<file path="config.mk">
export PLATFORM = sky130hd
export DESIGN_NAME = crc_stream_engine
export DESIGN_NICKNAME = d
export VERILOG_FILES = /design/src/rtl/crc_pkg.sv /design/src/rtl/crc_stream_engine_byte_lane.sv /design/src/rtl/crc_stream_engine.sv
export SDC_FILE = /design/constraint.sdc
export NUM_CORES = 1
export LEC_CHECK = 0
export ABC_AREA = 0
export BUFFER_PORTS_ARGS = -buffer_cell sky130_fd_sc_hd__clkbuf_2
export CAP_MARGIN = 20
export CORE_MARGIN = 2
export CORE_UTILIZATION = 35
export CTS_CLUSTER_DIAMETER = 60
export DETAILED_ROUTE_END_ITERATION = 16
export PLACE_DENSITY = 0.52
export SETUP_SLACK_MARGIN = 0.5
export SYNTH_ARGS = -nofsm -noshare
export SYNTH_HDL_FRONTEND = slang
export SYNTH_SLANG_ARGS = --single-unit
export TNS_END_PERCENT = 10
</file>
<file path="constraint.sdc">
create_clock -name i_Clk -period 1.9 [get_ports i_Clk]
set_input_delay 0.285 -clock i_Clk [delete_from_list [all_inputs] [get_ports i_Clk]]
set_output_delay 0.285 -clock i_Clk [all_outputs]
set_load 0.01 [all_outputs]
</file>
<file path="src/rtl/crc_pkg.sv">
// Shared helpers for the streaming CRC engine: bit reversal, one-byte CRC update
// and the frame-state encoding.
package crc_pkg;

    localparam logic [1:0] S_IDLE = 2'd0;
    localparam logic [1:0] S_RUN  = 2'd1;
    localparam logic [1:0] S_DONE = 2'd2;

    function automatic logic [7:0] rev8(input logic [7:0] b);
        logic [7:0] r;
        for (int i = 0; i < 8; i++) r[i] = b[7-i];
        return r;
    endfunction

    // Reverses the low 'width' bits of v; bits above width come back zero.
    function automatic logic [31:0] rev_w(input logic [31:0] v, input int width);
        logic [31:0] r;
        for (int i = 0; i < 32; i++) r[i] = v[31-i];
        return r >> (32 - width);
    endfunction

    // Work MSB-aligned in a 32-bit frame so one routine covers every width 8..32.
    function automatic logic [31:0] crc_step(input logic [31:0] crc, input logic [7:0] b,
                                             input logic [31:0] poly, input int width);
        logic [31:0] c;
        logic [31:0] p;
        c = crc << (32 - width);
        p = poly << (32 - width);
        c[31:24] = c[31:24] ^ b;
        for (int i = 0; i < 8; i++) c = c[31] ? ((c << 1) ^ p) : (c << 1);
        return c >> (32 - width);
    endfunction

endpackage

</file>
<file path="src/rtl/crc_stream_engine_byte_lane.sv">
// Combinational one-byte CRC update; instances chain to cover a multi-byte beat.
module crc_byte_lane
    import crc_pkg::*;
#(
    parameter int                   CRC_WIDTH  = 16,
    parameter logic [CRC_WIDTH-1:0] POLY       = 16'h1021,
    parameter bit                   REFLECT_IN = 1'b0
) (
    input  logic [CRC_WIDTH-1:0] i_Crc,
    input  logic [7:0]           i_Byte,
    output logic [CRC_WIDTH-1:0] o_Crc
);

    logic [7:0] byte_in;

    assign byte_in = REFLECT_IN ? rev8(i_Byte) : i_Byte;
    assign o_Crc   = CRC_WIDTH'(crc_step(32'(i_Crc), byte_in, 32'(POLY), CRC_WIDTH));

endmodule

</file>
<file path="src/rtl/crc_stream_engine.sv">
// Streaming CRC generator/checker with valid/ready beats, partial last beat and
// a registered result (o_CRC/o_Match) pulsed by o_Done one cycle after the last beat.
module crc_stream_engine
    import crc_pkg::*;
#(
    parameter int                   CRC_WIDTH   = 16,
    parameter logic [CRC_WIDTH-1:0] POLY        = 16'h1021,
    parameter logic [CRC_WIDTH-1:0] INIT        = 16'hFFFF,
    parameter int                   DATA_WIDTH  = 8,
    parameter bit                   REFLECT_IN  = 1'b0,
    parameter bit                   REFLECT_OUT = 1'b0,
    parameter logic [CRC_WIDTH-1:0] XOR_OUT     = 16'h0000,
    parameter logic [CRC_WIDTH-1:0] RESIDUE     = 16'h0000,
    localparam int                  NB          = DATA_WIDTH / 8
) (
    input  logic                  i_Clk,
    input  logic                  i_Rst_n,
    input  logic                  i_Init,
    input  logic                  i_Valid,
    output logic                  o_Ready,
    input  logic [DATA_WIDTH-1:0] i_Data,
    input  logic [NB-1:0]         i_Keep,
    input  logic                  i_Last,
    output logic [CRC_WIDTH-1:0]  o_CRC,
    output logic                  o_Match,
    output logic                  o_Done,
    output logic                  o_Busy
);

    logic [1:0]           state_q, state_d;
    logic [CRC_WIDTH-1:0] crc_q, crc_d;
    logic [CRC_WIDTH-1:0] out_crc_q, out_crc_d;
    logic                 match_q, match_d;

    logic [CRC_WIDTH-1:0] tap [NB+1];
    logic [CRC_WIDTH-1:0] last_crc;
    logic [CRC_WIDTH-1:0] final_crc;
    logic                 accept;
    int                   keep_cnt;

    assign tap[0] = crc_q;

    for (genvar g = 0; g < NB; g++) begin : g_lane
        crc_byte_lane #(
            .CRC_WIDTH (CRC_WIDTH),
            .POLY      (POLY),
            .REFLECT_IN(REFLECT_IN)
        ) u_lane (
            .i_Crc (tap[g]),
            .i_Byte(i_Data[8*g +: 8]),
            .o_Crc (tap[g+1])
        );
    end

    assign o_Ready  = (state_q != S_DONE) && !i_Init;
    assign accept   = i_Valid && o_Ready;
    assign keep_cnt = int'($countones(i_Keep));

    // Keep is contiguous from byte 0, so its popcount is the chain tap to use.
    always_comb begin
        last_crc = tap[0];
        for (int k = 1; k <= NB; k++) begin
            if (keep_cnt == k) last_crc = tap[k];
        end
        final_crc = (REFLECT_OUT ? CRC_WIDTH'(rev_w(32'(last_crc), CRC_WIDTH)) : last_crc)
                    ^ XOR_OUT;
    end

    always_comb begin
        state_d   = state_q;
        crc_d     = crc_q;
        out_crc_d = out_crc_q;
        match_d   = match_q;
        if (i_Init) begin
            state_d = S_IDLE;
            crc_d   = INIT;
        end else if (state_q == S_DONE) begin
            state_d = S_IDLE;
        end else if (accept) begin
            if (i_Last) begin
                state_d   = S_DONE;
                crc_d     = INIT;
                out_crc_d = final_crc;
                match_d   = (last_crc == RESIDUE);
            end else begin
                state_d = S_RUN;
                crc_d   = tap[NB];
            end
        end
    end

    always_ff @(posedge i_Clk or negedge i_Rst_n) begin
        if (!i_Rst_n) begin
            state_q   <= S_IDLE;
            crc_q     <= INIT;
            out_crc_q <= '0;
            match_q   <= 1'b0;
        end else begin
            state_q   <= state_d;
            crc_q     <= crc_d;
            out_crc_q <= out_crc_d;
            match_q   <= match_d;
        end
    end

    assign o_CRC   = out_crc_q;
    assign o_Match = match_q;
    assign o_Done  = (state_q == S_DONE);
    assign o_Busy  = (state_q == S_RUN);

endmodule
</file>
==> results.ini <==
[run_status]
status = finished clean

[yosys]
yosysSeqAreaShare = 0.4661
synth-edff-count = 0
ys_top_cells_by_area = dfrtp_1 25%, dfstp_2 22%, xnor2_2 6.8%, xor2_1 5.5%, nor2_1 4.7%
synth_commonest_cells = 24 x nor2_1, 22 x nand2_1, 19 x dfrtp_1
synth_most_common_cell = nor2_1
yosysTopAreaCell = dfrtp_1
avgSynthCellArea_um2 = 10.17
netlist_instances = 189
ys_warn_count = 0
synth_top_area_share = 0.2474
netlist_area_um2 = 1922
yosysUniqueCellTypes = 33
ys.flop_type = dfrtp_1
ys_ff_latch = 35
synth_nets = 203
synth-async-reset-ratio = 1.000

[grt]
grt_pass1_wl_mm = 7.486
grt_util_all_layers = 0.1599
grt_overflow_total = 0
grt_max_degree = 33
antenna_found_initial = 0
grt_pass1_vias = 1438

[sta]
max_freq_ghz = 0.5611
slew_viol_final = 0
period_share = 0.9381
final.min_clock_period_ps = 1782
hold_violations = 0
finalSetupTns_ps = 0
final-setup-viol-count = 0
tightest_slew_ps = 471.5
rsz0062_at_grt = true
clock_skew_ps = 6.804
slew_headroom = 0.6857

[critical_path]
worst-setup-path-type = reg2reg
slowest_stage = dfstp_2
crit_required_ps = 2100
crit_path_start_kind = flop
reg2regPathDepth = 6
cp.depth = 6
critPathArrivalTime_ps = 1980
path_delay_family = flip-flops
slowest_delay_ps = 570
crit_fanout = 3
path_cells = xnor2_2 -> xor2_1 -> nor2_1 -> a211oi_2 -> nand3_1 -> o31ai_1
endpoint_kind = flop
critPathBufInv = 0

[floorplan]
rows = 26
io_pins = 34
fp.coreArea_um2 = 5205
start_util = 0.3692
die_h_um = 78.10
dieArea_um2 = 6100
fp.dieW_um = 78.10

[layout]
final-seq-area_um2 = 895.9
area_delta_synth_final_pct = 33.33
nNetsFinal = 264
postLayoutCellArea_um2 = 2562
multiInputGateArea_um2 = 1070
antenna_cells = 0
fillCellCount = 533
drive_above_1_share = 0.4183

[route]
dr.pass1.iters = 4
remaining_drc_errors = 0
vias = 1533
via_per_inst = 4.776
ant_nets = 0
drtIter0Drc = 113
wirelength_mm = 4.640
wl_per_cell_um = 14.45

[power_and_ir_drop]
power.density_nw_per_um2 = 943.5
peakVddDrop_uv = 335.8
power_leakage_uw = 0.001138

[placement]
port_buffers = 33
place_hpwl_mm = 3.332
gp_congestion = 0.7794
dpl_cell_area_um2 = 2275

[cts]
h-tree-depth = 2
cts_tree = built
cts-root-buf = clkbuf_8
cts_buffer_depth = 2
cts.sinks = 35
clock_latency_ps = 290
cts-buffers-inserted = 5
clkTransAtPathRegs_ps = 70

[worst_hold_path]
holdCritPathClass = in2reg
holdPathStages = 2

[job]
drv_cap = 0

## state kept, by name, summed over array words and instances, names as in the netlist
| name | count |
|---|---|
| state_q | 2 |
| o_Match | 1 |
| o_CRC | 16 |
| crc_q | 16 |
## final timing paths
kind | start | to | slack, ps
setup / recovery | crc_q[13] | o_Match | 120
hold / removal | i_Init | state_q[0] | 220
setup reg to reg | crc_q[13] | o_Match | 120
hold reg to reg | o_CRC[0] | o_CRC[0] | 480
max in group asynchronous | i_Rst_n | crc_q[7] | 860
min in group asynchronous | i_Rst_n | o_CRC[3] | 490
## final cells by class
class	instances	area share
inverters	3	0.004395
flip-flops and latches	35	0.3496
clock inverters	1	0.001953
well taps	70	0.03418
repair buffers	61	0.1587
multi-input cells	144	0.4175
clock buffers	7	0.03369
## cell families after synthesis
family | Yosys count | synth area share
DFF | 35 | 0.4661
muxes | 3 | 0.01563
and+or+nand+nor | 60 | 0.1348
xor gates and xnor gates | 33 | 0.2051
buffers and inverters | 10 | 0.02930
AOI/OAI and AO/OA | 48 | 0.1491
## cell usage in the layout, fill, tap and decap left out, types with 3 or more instances in the layout
cell type,netlist,routed
a211oi_1,4,3
o32a_1,3,3
dfrtp_1,19,19
nand3_1,4,4
a21o_1,3,3
o21ai_1,15,16
clkbuf_2,0,33
xnor2_1,10,7
nor3_1,3,3
buf_4,1,24
xnor2_2,8,8
a21oi_1,17,17
clkbuf_8,0,6
xnor2_4,2,5
mux2i_1,3,3
dfstp_2,16,16
nand2_1,22,22
nor2_1,24,22
xor2_1,12,10
## power by group
group	internal (uW)	switching, uW
combinational	449	443
clock	292	263
sequential	884	85.4
## metal layers
metal  part of all wire  up-vias  wire length [um]  GRT usage
li1                   -      764                 -          -
met1               0.47      723              2201     0.2232
met2               0.47       39              2174     0.2457
met3              0.044        7               204    0.04023
met4              0.013        0                60    0.04737
met5                  0        -                 0          0
## per-stage QoR
stage	util	hold slack, ps	setup WS [ps]	std cells	power, uW
finish	0.4923	218.4	117.7	321	2418
global route	0.4923	211.7	14.61	321	2574
CTS	0.4690	211.2	133.2	314	2342
global placement	0.4370	268.9	27.00	299	1728
detailed placement	0.4370	259.8	74.14	299	1730
floorplan	-	-10.59	226.0	189	1447
## what timing repair did
| action | CTS | global route |
|---|---|---|
| setup buffers | 6 | 7 |
| hold endpoints to repair | 6 | 0 |
| hold buffers | 1 | 0 |
| endpoints found under the setup margin | 31 | 35 |
| pin swaps | 3 | 5 |
| resized for setup | 5 | 7 |
Power figures use the tool's default switching activity.
